[src/rtl/serial_link_axis_flit_tx.sv]
// Credit-gated framer: slices each payload into FlitW flits, LS slice first (SERIAL_LINK_FLIT_CHECKSUM_EN adds an XOR flit).
// Latency: payload accept at cycle N gives its first flit valid at N+1; no bubble between back-to-back payloads.
// Backpressure: flit_ready_i low holds the current flit stable; payload_ready_o drops when credits run out or a burst is mid-flight.
module serial_link_axis_flit_tx #(
  parameter int PayloadW   = 128,
  parameter int FlitW      = 32,
  parameter int NumCredits = 8
) (
  input  logic                              clk_i,
  input  logic                              rst_i,
  input  logic                              payload_valid_i,
  output logic                              payload_ready_o,
  input  logic [PayloadW-1:0]               payload_data_i,
  output logic                              flit_valid_o,
  input  logic                              flit_ready_i,
  output logic [FlitW-1:0]                  flit_data_o,
  output logic                              flit_last_o,
  input  logic                              credit_return_i,
  output logic [$clog2(NumCredits+1)-1:0]   credits_o,
  output logic                              credit_err_o
);

  localparam int NumFlits = (PayloadW + FlitW - 1) / FlitW;
`ifdef SERIAL_LINK_FLIT_CHECKSUM_EN
  localparam int TotalFlits = NumFlits + 1;
`else
  localparam int TotalFlits = NumFlits;
`endif
  localparam int IdxW  = (TotalFlits > 1) ? $clog2(TotalFlits) : 1;
  localparam int CredW = $clog2(NumCredits + 1);
  localparam int PadW  = NumFlits * FlitW;
  localparam logic [IdxW-1:0]  LastIdx = IdxW'(TotalFlits - 1);
  localparam logic [CredW-1:0] MaxCred = CredW'(NumCredits);

  typedef enum logic {Idle, Send} state_e;

  state_e          state_q;
  logic [IdxW-1:0] idx_q;
  logic [PadW-1:0] shift_q;
  logic [PadW-1:0] payload_pad;
  logic            credit_avail;
  logic            flit_hs;
  logic            accept;

`ifdef SERIAL_LINK_FLIT_CHECKSUM_EN
  localparam logic [IdxW-1:0] DataLastIdx = IdxW'(NumFlits - 1);
  logic [FlitW-1:0] csum_q;
`endif

  // Zero-extension pads the top flit when PayloadW is not a multiple of FlitW.
  assign payload_pad  = PadW'(payload_data_i);
  assign credit_avail = (credits_o != '0);
  assign flit_hs      = flit_valid_o & flit_ready_i;

  // Accepting on the last-flit handshake is what removes the inter-payload bubble.
  assign payload_ready_o = credit_avail &
                           ((state_q == Idle) | ((state_q == Send) & flit_hs & flit_last_o));
  assign accept = payload_valid_i & payload_ready_o;

  always_ff @(posedge clk_i) begin
    if (rst_i) begin
      state_q      <= Idle;
      idx_q        <= '0;
      shift_q      <= '0;
      flit_valid_o <= 1'b0;
      flit_last_o  <= 1'b0;
      flit_data_o  <= '0;
      credits_o    <= MaxCred;
      credit_err_o <= 1'b0;
`ifdef SERIAL_LINK_FLIT_CHECKSUM_EN
      csum_q       <= '0;
`endif
    end else begin
      // A return at full count with no consume means the far end lied; saturate and flag.
      if (credit_return_i && !accept) begin
        if (credits_o == MaxCred) credit_err_o <= 1'b1;
        else                      credits_o    <= credits_o + 1'b1;
      end else if (accept && !credit_return_i) begin
        credits_o <= credits_o - 1'b1;
      end

      if (accept) begin
        state_q      <= Send;
        idx_q        <= '0;
        flit_valid_o <= 1'b1;
        flit_last_o  <= (TotalFlits == 1);
        flit_data_o  <= payload_pad[FlitW-1:0];
        shift_q      <= payload_pad >> FlitW;
`ifdef SERIAL_LINK_FLIT_CHECKSUM_EN
        csum_q       <= '0;
`endif
      end else if (flit_hs) begin
        if (flit_last_o) begin
          state_q      <= Idle;
          flit_valid_o <= 1'b0;
          flit_last_o  <= 1'b0;
        end else begin
          idx_q       <= idx_q + 1'b1;
          flit_last_o <= ((idx_q + 1'b1) == LastIdx);
          shift_q     <= shift_q >> FlitW;
`ifdef SERIAL_LINK_FLIT_CHECKSUM_EN
          csum_q <= csum_q ^ flit_data_o;
          if (idx_q == DataLastIdx) flit_data_o <= csum_q ^ flit_data_o;
          else                      flit_data_o <= shift_q[FlitW-1:0];
`else
          flit_data_o <= shift_q[FlitW-1:0];
`endif
        end
      end
    end
  end

endmodule

[config.mk]
export PLATFORM = sky130hd
export DESIGN_NAME = serial_link_axis_flit_tx
export DESIGN_NICKNAME = d
export VERILOG_FILES = /design/src/rtl/serial_link_axis_flit_tx.sv
export SDC_FILE = /design/constraint.sdc
export NUM_CORES = 1
export LEC_CHECK = 0
export ABC_CLOCK_PERIOD_IN_PS = 3900
export CAP_MARGIN = 20
export CORE_ASPECT_RATIO = 1.1
export CORE_MARGIN = 1.5
export CORE_UTILIZATION = 41
export CTS_BUF_LIST = sky130_fd_sc_hd__clkbuf_8
export DETAILED_ROUTE_END_ITERATION = 10
export PLACE_DENSITY = 0.75
export SYNTH_ARGS = -nofsm -noshare
export SYNTH_HDL_FRONTEND = slang
export SYNTH_SLANG_ARGS = --single-unit
[constraint.sdc]
create_clock -name clk_i -period 3.9 [get_ports clk_i]
set_input_delay 0.975 -clock clk_i [delete_from_list [all_inputs] [get_ports clk_i]]
set_output_delay 0.975 -clock clk_i [all_outputs]
set_load 0.05 [all_outputs]
==> results of run 1 <==
-- power breakdown --
group / internal, mW / leakage, nW / switching, mW
Sequential: 1.61 / 1.13 / 0.140
Combinational: 0.520 / 1.35 / 0.863
Clock: 0.896 / 0.248 / 0.536
Total: 3.02 / 2.73 / 1.54
-- worst paths after layout --
path	startpoint	endpoint	depth (start not counted)
worst min register to register	shift_q[21]	shift_q[21]	2
worst min-delay path	shift_q[21]	shift_q[21]	2
worst max register to register	credits_o[0]	credits_o[2]	8
worst max-delay path	flit_ready_i	payload_ready_o	4
-- state kept, by name, indices dropped and copies added (netlist names) --
| register | flops |
|---|---|
| flit_data_o | 32 |
| flit_last_o | 1 |
| credit_err_o | 1 |
| state_q | 1 |
| idx_q | 2 |
| credits_o | 4 |
| shift_q | 96 |
-- cells in the mapped netlist, drive strengths merged (2+ instances only) --
cell type	n	share of area, %
nor2	37	2.5
ha	3	0.67
inv	4	0.27
a21oi	103	9.2
o21ai	4	0.36
nor3	7	0.62
dfxtp	137	49
a22oi	64	8.6
a31oi	3	0.60
buf	28	3.2
nand3	37	3.4
nand2	167	11
a311oi	33	5.1
clkbuf	35	2.3
nor4	2	0.22
-- metal layers --
metal | global-route usage [%] | wire length [µm]
met5 | 0 | 0
met4 | 8.01 | 387
met3 | 4.33 | 1060
met2 | 33.9 | 7270
met1 | 29.3 | 7080
-- critical path: stages --
cell,delay [ns]
clkdlybuf4s50_1,0.46
a21boi_1,0.46
nor2_1,0.12
clkdlybuf4s50_1,0.73
-- through the flow --
step                instances  util, %  setup slack [ns]
finish                   1015     59.2             0.177
CTS                      1015     59.2             0.186
global route             1015     59.2            0.0652
detailed placement        983     55.4             0.185
global placement          983     55.4             0.228
floorplan                 683        -             0.846
-- area by class of cell --
type | instances | area (µm²)
Tap cell | 184 | 230
Timing Repair Buffer | 179 | 1800
Clock buffer | 21 | 289
Sequential cell | 137 | 2740
Clock inverter | 11 | 214
Fill cell | 1178 | 5410
Inverter | 4 | 15.0
Multi-Input combinational cell | 479 | 2570
-- logic make-up (layout without fill, tap and decap cells) --
| group | after synthesis | count (layout) |
|---|---|---|
| AO/OA/AOI/OAI | 216 | 216 |
| adder cells (fa/ha/maj) | 4 | 4 |
| XOR/XNOR | 2 | 2 |
| buffers and inverters | 67 | 215 |
| flip-flops | 137 | 137 |
| AND/OR/NAND/NOR | 257 | 257 |
==> qor.txt, run 1 <==
================================================================================
Total wirelength of the detailed-routed design                         15,800 µm
CTS resizes                                                                    0
Die Height                                                                126 µm
Setup slack on the worst flop-to-flop path                               1.34 ns
GRT Resource Usage Total                                                   21.6%
Kind of critical path                                               input pin to output pin
Total power consumption of the routed design                             4.56 mW
Fraction of final layout cells with drive strength greater than 1          5.78%
Maximum frequency from static timing analysis                            269 MHz
Maxcap violations                                                              0
Net count after synthesis                                                    820
Worst rel slew slack                                                       35.5%
Final setup violation count                                                    0
Final Cycle Share                                                          95.5%
Type of origin of the critical path                                    input pin
Number of enable-type register cells in the synthesized netlist                0
DRC Markers                                                                    0
Result of the run                                                   finished clean
Worst-Margin Slew                                                       0.968 ns
Number of warning messages in the yosys log                                    0
Overall die area                                                      14,400 µm²
Number of rows created at floorplan                                           44
Post-CTS Repair Setup Buffers                                                  0
Number of nets in the layout                                                 955
Die width                                                                 115 µm
Syn Area/Cell                                                           8.23 µm²
Initial core utilization                                                   42.4%
Count of input and output buffers                                            172
Number of top-level pins                                                     173
Multiplexer share of the synthesized area                                     0%
TritonCTS clock tree                                                        done
Sequential cell area fraction in the yosys report                          48.8%
Number of instances in the synthesized netlist                               683
Via-per-instance ratio                                                      5.36
Synthesized-area fraction occupied by xor and xnor cells                  0.312%
Critical Path Sink Type                                               output pin
Critical path data arrival time                                          2.75 ns
Summed area of non-filler cells in the final layout                     7860 µm²
Clock latency reported for the late side of the worst-skew pair          0.43 ns
Flip-flop cell with the highest count after synthesis                    dfxtp_1
Dpl cell area                                                           7350 µm²
First-pass iteration count of the detailed router                              6
CTS clk-pin slew, worst paths                                            0.07 ns
Simple-gate portion of the synthesized area                                18.8%
Count of clock tree sinks                                                    137
Setup repair after global routing missed its margin                           no
Most common library cell in the layout ignoring fill and taps       clkdlybuf4s50_1
Number of global-route vias before repair                                  5,009
Final hold violation count                                                     0
Cell Area, Synth                                                        5620 µm²
Adder-cell area share of the yosys netlist                                 1.02%
Largest voltage drop on the vdd net                                   0.000200 V
Power density relative to cell area                                   581 nW/µm²
Iteration-0 DRC count of the detailed router                                 518
Ys async rst share                                                            0%
Max Transition Viols Final                                                     0
Top fanout value on the critical path                                          7
Total overflow reported by the global router                                   0
Antenna-violating nets left                                                    0
Area fraction in compound gates after synthesis                            25.3%
Leak Pwr                                                                 2.73 nW
Number of antenna violations at the first check in global routing              0
Top library cells by usage in the layout, fill and taps aside       clkdlybuf4s50_1 (171), nand2_1 (167), dfxtp_1 (137)
Final clock skew                                                       0.0138 ns
Main combinational cell family by area after synthesis              compound AO/OA/AOI/OAI gates
Root Driver                                                             clkbuf_8
Floorplan core area                                                   13,300 µm²
Clock period minus worst slack                                           3.72 ns
Wire length of the first global-routing pass                           24,900 µm
Detail Placement HPWL                                                  10,600 µm
Accumulated negative setup slack                                            0 ns
GPL Wtd Cong                                                               0.898
#FFs+latches synth                                                           137
Largest net degree at the start of global routing                            102
Data required time of the critical path                                  2.92 ns
Maximum level of the CTS H-tree                                                4
Hold/Removal Path Class                                             flop to flop
Total CTS buffers                                                             17
Number of buffers on the longest clock path                                    2
Area growth from synthesis to layout                                       39.8%
Final hold slack                                                        0.454 ns
Routed length per placed instance                                        15.6 µm
Netlist cell types                                                            37
Inserted Diodes                                                                0
Vias after detailed routing                                                5,442
Post-CTS Hold Buffers                                                          0
================================================================================
Note: power is estimated with default switching activity, not from simulation.
==> run 2: changes to the inputs <==
--- a/config.mk
+++ b/config.mk
@@ -12,4 +12,5 @@
 export CORE_UTILIZATION = 41
 export CTS_BUF_LIST = sky130_fd_sc_hd__clkbuf_8
+export CTS_CLUSTER_SIZE = 14
 export DETAILED_ROUTE_END_ITERATION = 10
 export PLACE_DENSITY = 0.75
==> constraint.sdc (replaced) <==
create_clock -name clk_i -period 3.9 [get_ports clk_i]
set_input_delay 0.975 -clock clk_i [delete_from_list [all_inputs] [get_ports clk_i]]
set_output_delay 0.975 -clock clk_i [all_outputs]
set_load 0.005 [all_outputs]
==> run 2 against run 1 <==
Net effect: flip-flop and latch count stayed put; clock-buffer cell count is 3 lower; register-to-register slack worse by 0.10 ns; critical path depth is the same; critical path type unchanged.
==> qor.txt, run 2 (synthesized netlist as in run 1, its figures left out) <==
================================================================================
GRT Resource Usage Total                                                   22.1%   +0.47 points
Largest net degree at the start of global routing                            102   unchanged
Die Height                                                                126 µm   unchanged
Data required time of the critical path                                  2.92 ns   about the same
Detail Placement HPWL                                                  10,600 µm   +0.38%
Maxcap violations                                                              0   unchanged
Power density relative to cell area                                   535 nW/µm²   -7.8%
Fraction of final layout cells with drive strength greater than 1          5.78%   unchanged
Number of nets in the layout                                                 955   unchanged
Clock period minus worst slack                                           3.53 ns   -0.194 ns
Number of antenna violations at the first check in global routing              0   unchanged
Total overflow reported by the global router                                   0   unchanged
Critical path data arrival time                                          2.55 ns   -0.20 ns
Number of top-level pins                                                     173   unchanged
Accumulated negative setup slack                                            0 ns   unchanged
Origin of the worst min-delay path                                   shift_q[51]
Setup repair after global routing missed its margin                           no
Worst-Margin Slew                                                       0.952 ns   -0.0163 ns
CP Launch Point                                                     flit_ready_i
Cell depth of the worst flop-to-flop path                                      8   unchanged
Setup slack on the worst flop-to-flop path                               1.24 ns   -0.10 ns
Largest register FFs                                                          96   unchanged
Area taken by flip-flops and latches                                    2740 µm²   unchanged
Capturing point of the worst reg2reg path                           credits_o[2]
GPL Wtd Cong                                                               0.876   -2.5%
Post-CTS Repair Setup Buffers                                                  0   unchanged
Post-CTS Hold Buffers                                                          0   unchanged
Total wirelength of the detailed-routed design                         15,900 µm   +0.89%
DRC Markers                                                                    0   unchanged
Root Driver                                                             clkbuf_8
Iteration-0 DRC count of the detailed router                                 512   -1.2%
Dpl cell area                                                           7350 µm²   unchanged
Most common library cell in the layout ignoring fill and taps       clkdlybuf4s50_1
TritonCTS clock tree                                                        done
Number of buffers on the longest clock path                                    2   unchanged
Final setup violation count                                                    0   unchanged
Total CTS buffers                                                             17   unchanged
Worst Setup EP                                                      payload_ready_o
Summed area of non-filler cells in the final layout                     7820 µm²   -0.49%
Multi-input combinational cell area                                     2570 µm²   unchanged
Clock latency reported for the late side of the worst-skew pair          0.44 ns   about the same
Final hold violation count                                                     0   unchanged
Layout filler cell count                                                   1,204   +2.2%
Placed instance count                                                        983   unchanged
Final Cycle Share                                                          90.5%   -5.0 points
Number of global-route vias before repair                                  5,056   +0.94%
CTS resizes                                                                    0   unchanged
Count of clock tree sinks                                                    137   unchanged
Critical Path Sink Type                                               output pin
Via-per-instance ratio                                                      5.43   +1.3%
Launch instance of the worst register-to-register path              credits_o[0]
Top library cells by usage in the layout, fill and taps aside       clkdlybuf4s50_1 (171), nand2_1 (167), dfxtp_1 (137)
Overall die area                                                      14,400 µm²   unchanged
Maximum frequency from static timing analysis                            283 MHz   +5.5%
Top reg by flops                                                         shift_q
Largest voltage drop on the vdd net                                   0.000191 V   -4.2%
Antenna-violating nets left                                                    0   unchanged
Biggest regs                                                        shift_q (96), flit_data_o (32), credits_o (4)
First-pass iteration count of the detailed router                              7   +1
Count of input and output buffers                                            172   unchanged
Top fanout value on the critical path                                          7   unchanged
Hold/Removal Path Class                                             flop to flop
Max Transition Viols Final                                                     0   unchanged
Maximum level of the CTS H-tree                                                4   unchanged
Wire length of the first global-routing pass                           25,100 µm   +0.89%
Type of origin of the critical path                                    input pin
Floorplan core area                                                   13,300 µm²   unchanged
Number of rows created at floorplan                                           44   unchanged
Area growth from synthesis to layout                                       39.1%
Kind of critical path                                               input pin to output pin
Inserted Diodes                                                                0   unchanged
Final clock skew                                                       0.0106 ns   -0.00326 ns
Worst rel slew slack                                                       36.5%   +1.1 points
Die width                                                                 115 µm   unchanged
Leak Pwr                                                                 2.71 nW   -0.52%
Layout Cells excl Fill                                                     1,015   unchanged
Vias after detailed routing                                                5,513   +1.3%
Result of the run                                                   finished clean
Routed length per placed instance                                        15.7 µm   +0.89%
Initial core utilization                                                   42.4%   unchanged
CTS clk-pin slew, worst paths                                            0.07 ns   about the same
================================================================================
run 2: cell count changes in the layout (fill, tap and decap cells not counted), sizes merged:
cell      change
bufinv        -1
clkbuf        -3
clkinv        +2
clkinvlp      -1
inv           +3
run 2: worst min path at each step:
| stage | slack, ns | end | cells past startpoint |
|---|---|---|---|
| finish | 0.46 | shift_q[51] | 2 |
| global route | 0.47 | shift_q[4] | 2 |
| CTS | 0.46 | shift_q[4] | 2 |
| detailed placement | 0.45 | shift_q[2] | 2 |
| global placement | 0.44 | shift_q[20] | 2 |
| floorplan | 0.44 | shift_q[32] | 2 |
run 2: area by class of cell:
cell class | instances | area share (%)
Clock inverter | 14 | 2.77
Inverter | 4 | 0.192
Multi-Input combinational cell | 479 | 32.9
Clock buffer | 18 | 3.17
Tap cell | 184 | 2.94
Sequential cell | 137 | 35.1
Timing Repair Buffer | 179 | 23.0
run 2: power by group:
group,switching (mW),internal [mW],total (mW)
combinational,0.575,0.519,1.09
sequential,0.140,1.61,1.75
clock,0.561,0.784,1.34
total,1.28,2.91,4.19
run 2: critical path: stages:
cell and delay [ns]:
clkdlybuf4s50_1 0.47, a21boi_1 0.51, nor2_1 0.11, clkdlybuf4s50_1 0.48
run 2: routing by layer:
metal	global-route usage (%)	up-vias	routed length (µm)
met4	9.41	0	455
met1	29.1	2526	7050
met5	0	-	0
met3	4.14	47	1030
li1	-	2697	-
met2	35.2	243	7400
run 2: per-stage QoR:
step,util [%],hold slack [ns],setup slack [ns],total power [mW]
after detailed placement,55.4,0.447,0.405,2.86
after global routing,58.9,0.471,0.267,4.41
final,58.9,0.456,0.371,4.19
after global placement,55.4,0.443,0.477,2.82
after floorplan,-,0.436,0.846,2.41
after CTS,58.9,0.459,0.407,4.20
==> run 3: changes to the inputs <==
- ABC_AREA: unset -> 1
==> run 3 against run 2 <==
Net effect: design area is 1.1% higher; critical path type unchanged; register-to-register slack better by 0.72 ns; area after synthesis is 0.45% higher; non-clock buffer count is 2 higher; highest routed layer unchanged; clock skew is 0.0038 ns higher; largest cell class unchanged.
==> qor.txt, run 3 <==
=================================================================================
Power density relative to cell area                                    463 nW/µm²   -14%
Syn Area/Cell                                                            7.34 µm²   -11%
Launch instance of the worst register-to-register path               credits_o[0]
Max Transition Viols Final                                                      0   unchanged
Number of antenna violations at the first check in global routing               0   unchanged
Total CTS buffers                                                              17   unchanged
Fraction of final layout cells with drive strength greater than 1           4.95%   -0.83 points
GRT Resource Usage Total                                                    20.2%   -1.8 points
Worst Hold Path EP                                                    shift_q[77]
Maximum frequency from static timing analysis                             308 MHz   +8.7%
Accumulated negative setup slack                                             0 ns   unchanged
Initial core utilization                                                    42.4%   about the same
Number of rows created at floorplan                                            44   unchanged
Sequential cell area fraction in the yosys report                           48.6%   -0.22 points
Top Family by Delay on Critical Path                                 buffers and inverters
Setup slack on the worst flop-to-flop path                                1.96 ns   +0.72 ns
Yosys top cell area share                                                   48.6%   -0.22 points
Maximum level of the CTS H-tree                                                 4   unchanged
CTS clk-pin slew, worst paths                                             0.08 ns   about the same
Total overflow reported by the global router                                    0   unchanged
Result of the run                                                    finished clean
Critical path data arrival time                                           2.27 ns   -0.28 ns
Flip-flop cell with the highest count after synthesis                     dfxtp_1
TritonCTS clock tree                                                         done
Levels on crit path                                                             6   +2
Kind of critical path                                                input pin to output pin
GPL Wtd Cong                                                                0.788   -10%
Floorplan core area                                                    13,300 µm²   +0.42%
Critical Path Max Stage Delay                                             0.49 ns   -0.02 ns
Dominant cell type by count on the critical path                          nand2_1
Most common library cell in the layout ignoring fill and taps             nand2_1
Routed length per placed instance                                         13.0 µm   -17%
#FFs+latches synth                                                            137   unchanged
Total wirelength of the detailed-routed design                          14,500 µm   -8.9%
Post-CTS Hold Buffers                                                           0   unchanged
Final Cycle Share                                                           83.2%   -7.3 points
First-pass iteration count of the detailed router                               4   -3
Root Driver                                                              clkbuf_8
Cell internal power dissipation                                           2.65 mW   -9.1%
Sequential Power Share                                                      44.4%   +2.7 points
Final hold violation count                                                      0   unchanged
Largest net degree at the start of global routing                              99   -2.9%
Vias after detailed routing                                                 5,269   -4.4%
Biggest area contributors in the synthesized netlist                 dfxtp_1 (49%), nand2_1 (21%), a21oi_1 (12%)
Top reg by flops                                                          shift_q
Setup repair after global routing missed its margin                            no
Number of enable-type register cells in the synthesized netlist                 0   unchanged
Final Core Density                                                          59.3%   +0.41 points
Number of cells on the worst hold path                                          2   unchanged
DRC Markers                                                                     0   unchanged
Die width                                                                  115 µm   +0.22%
Netlist cell types                                                             21   -43%
Origin of the worst min-delay path                                    shift_q[77]
Library cell occupying the most area in the post-synthesis netlist        dfxtp_1
Number of buffers on the longest clock path                                     2   unchanged
Post-CTS Repair Setup Buffers                                                   0   unchanged
Iteration-0 DRC count of the detailed router                                  342   -33%
Cell depth of the worst flop-to-flop path                                      11   +3
Relative contribution of combinational cells to total power                 21.2%   -4.9 points
Inserted Diodes                                                                 0   unchanged
Via-per-instance ratio                                                       4.73   -13%
Antenna-violating nets left                                                     0   unchanged
Clock latency reported for the late side of the worst-skew pair           0.43 ns   about the same
Leak Pwr                                                                  3.09 nW   +14%
Clock period minus worst slack                                            3.24 ns   -0.284 ns
CP Launch Point                                                      flit_ready_i
Count of input and output buffers                                             172   unchanged
Count of clock tree sinks                                                     137   unchanged
Hold/Removal Path Class                                              flop to flop
Cell Area, Synth                                                         5640 µm²   +0.45%
Ys async rst share                                                             0%   unchanged
Final clock skew                                                        0.0144 ns   +0.00382 ns
Worst-Margin Slew                                                        0.516 ns   -0.436 ns
Net Sw Frac                                                                 27.7%   -2.8 points
Largest register FFs                                                           96   unchanged
Final setup violation count                                                     0   unchanged
Overall die area                                                       14,500 µm²   +0.43%
Max stage delay cell, worst path                                     clkdlybuf4s50_1
Power spent charging and discharging nets                                 1.01 mW   -21%
Number of warning messages in the yosys log                                     0   unchanged
Type of origin of the critical path                                     input pin
Capturing point of the worst reg2reg path                            credits_o[3]
Number of global-route vias before repair                                   4,734   -6.4%
Largest voltage drop on the vdd net                                    0.000259 V   +35%
Number of buffer and inverter instances along the worst setup path              3   +1
Detail Placement HPWL                                                     9670 µm   -9.0%
Top library cells by usage in the layout, fill and taps aside        nand2_1 (311), clkdlybuf4s50_1 (171), dfxtp_1 (137)
Die Height                                                                 126 µm   +0.21%
Number of instances in the synthesized netlist                                769   +13%
Critical Path Sink Type                                                output pin
Top fanout value on the critical path                                           3   -4
Net count after synthesis                                                     906   +10%
Chain of cells forming the critical path                             clkdlybuf4s50_1 -> nand2_1 -> nand2_1 -> nand2_1 -> inv_1 -> clkdlybuf4s50_1
Number of top-level pins                                                      173   unchanged
Biggest regs                                                         shift_q (96), flit_data_o (32), credits_o (4)
Data required time of the critical path                                   2.92 ns   about the same
CTS resizes                                                                     0   unchanged
Area growth from synthesis to layout                                        40.1%
Clock network power share                                                   34.4%   +2.3 points
Maxcap violations                                                               0   unchanged
Wire length of the first global-routing pass                            23,300 µm   -7.1%
Number of nets in the layout                                                1,054   +10%
Most instantiated cells after synthesis                              nand2_1 (311), dfxtp_1 (137), a21oi_1 (132), a21boi_0 (42), nor2_1 (42)
Cell with the most instances after synthesis                              nand2_1
Worst rel slew slack                                                        65.6%   +29 points
=================================================================================
run 3: logic make-up after synthesis:
kind of cell / Yosys count / share of synthesized area (%)
buffers and inverters: 64 / 5.12
DFF: 137 / 48.6
and+or+nand+nor: 366 / 24.8
AOI/OAI and AO/OA: 197 / 20.4
adders and majority gates: 4 / 1.02
xor gates and xnor gates: 1 / 0.155
run 3: routing by layer:
metal / global-route usage [%] / up-vias / part of all wire [%]
met1: 28.5 / 2347 / 48
li1: - / 2778 / -
met2: 30.9 / 131 / 46
met4: 5.52 / 0 / 1.2
met3: 4.91 / 13 / 4.3
met5: 0 / - / 0
run 3: stage by stage:
stage / area [µm²] / total power, mW / cells / hold WS (ns) / worst slack, ns
global placement: 7470 / 2.42 / 1082 / 0.448 / 0.659
finish: 7910 / 3.66 / 1114 / 0.461 / 0.655
CTS: 7910 / 3.70 / 1114 / 0.465 / 0.644
global route: 7910 / 3.86 / 1114 / 0.478 / 0.605
floorplan: 5640 / 2.09 / 769 / 0.440 / 1.63
detailed placement: 7470 / 2.44 / 1082 / 0.453 / 0.648
run 3: cell type report:
cell class	instances	area [µm²]
multi-input combinational	568	2620
timing repair buffer	181	1820
tap	184	230
clock inverter	13	176
fill	1291	5420
inverter	12	47.5
sequential	137	2740
clock buffer	19	262
run 3: how the worst max path moves through the flow:
| stage | end | slack [ns] |
|---|---|---|
| after floorplan | credits_o[3] | 1.63 |
| after global placement | payload_ready_o | 0.66 |
| after detailed placement | payload_ready_o | 0.65 |
| after CTS | payload_ready_o | 0.64 |
| after global routing | payload_ready_o | 0.60 |
| final | payload_ready_o | 0.66 |
run 3: power by group through the flow:
stage,registers (mW),clock network [mW],logic (mW)
after floorplan,1.65,0,0.446
after global placement,1.65,0,0.770
after detailed placement,1.66,0,0.780
after CTS,1.63,1.29,0.785
after global routing,1.65,1.35,0.870
final,1.63,1.26,0.776
run 3: worst min-delay path: cells and delay by family, from the launching register on:
| family | cells | cell delay (ns) |
|---|---|---|
| simple gates | 1 | 0.06 |
| flops | 1 | 0.31 |
| compound gates | 1 | 0.05 |
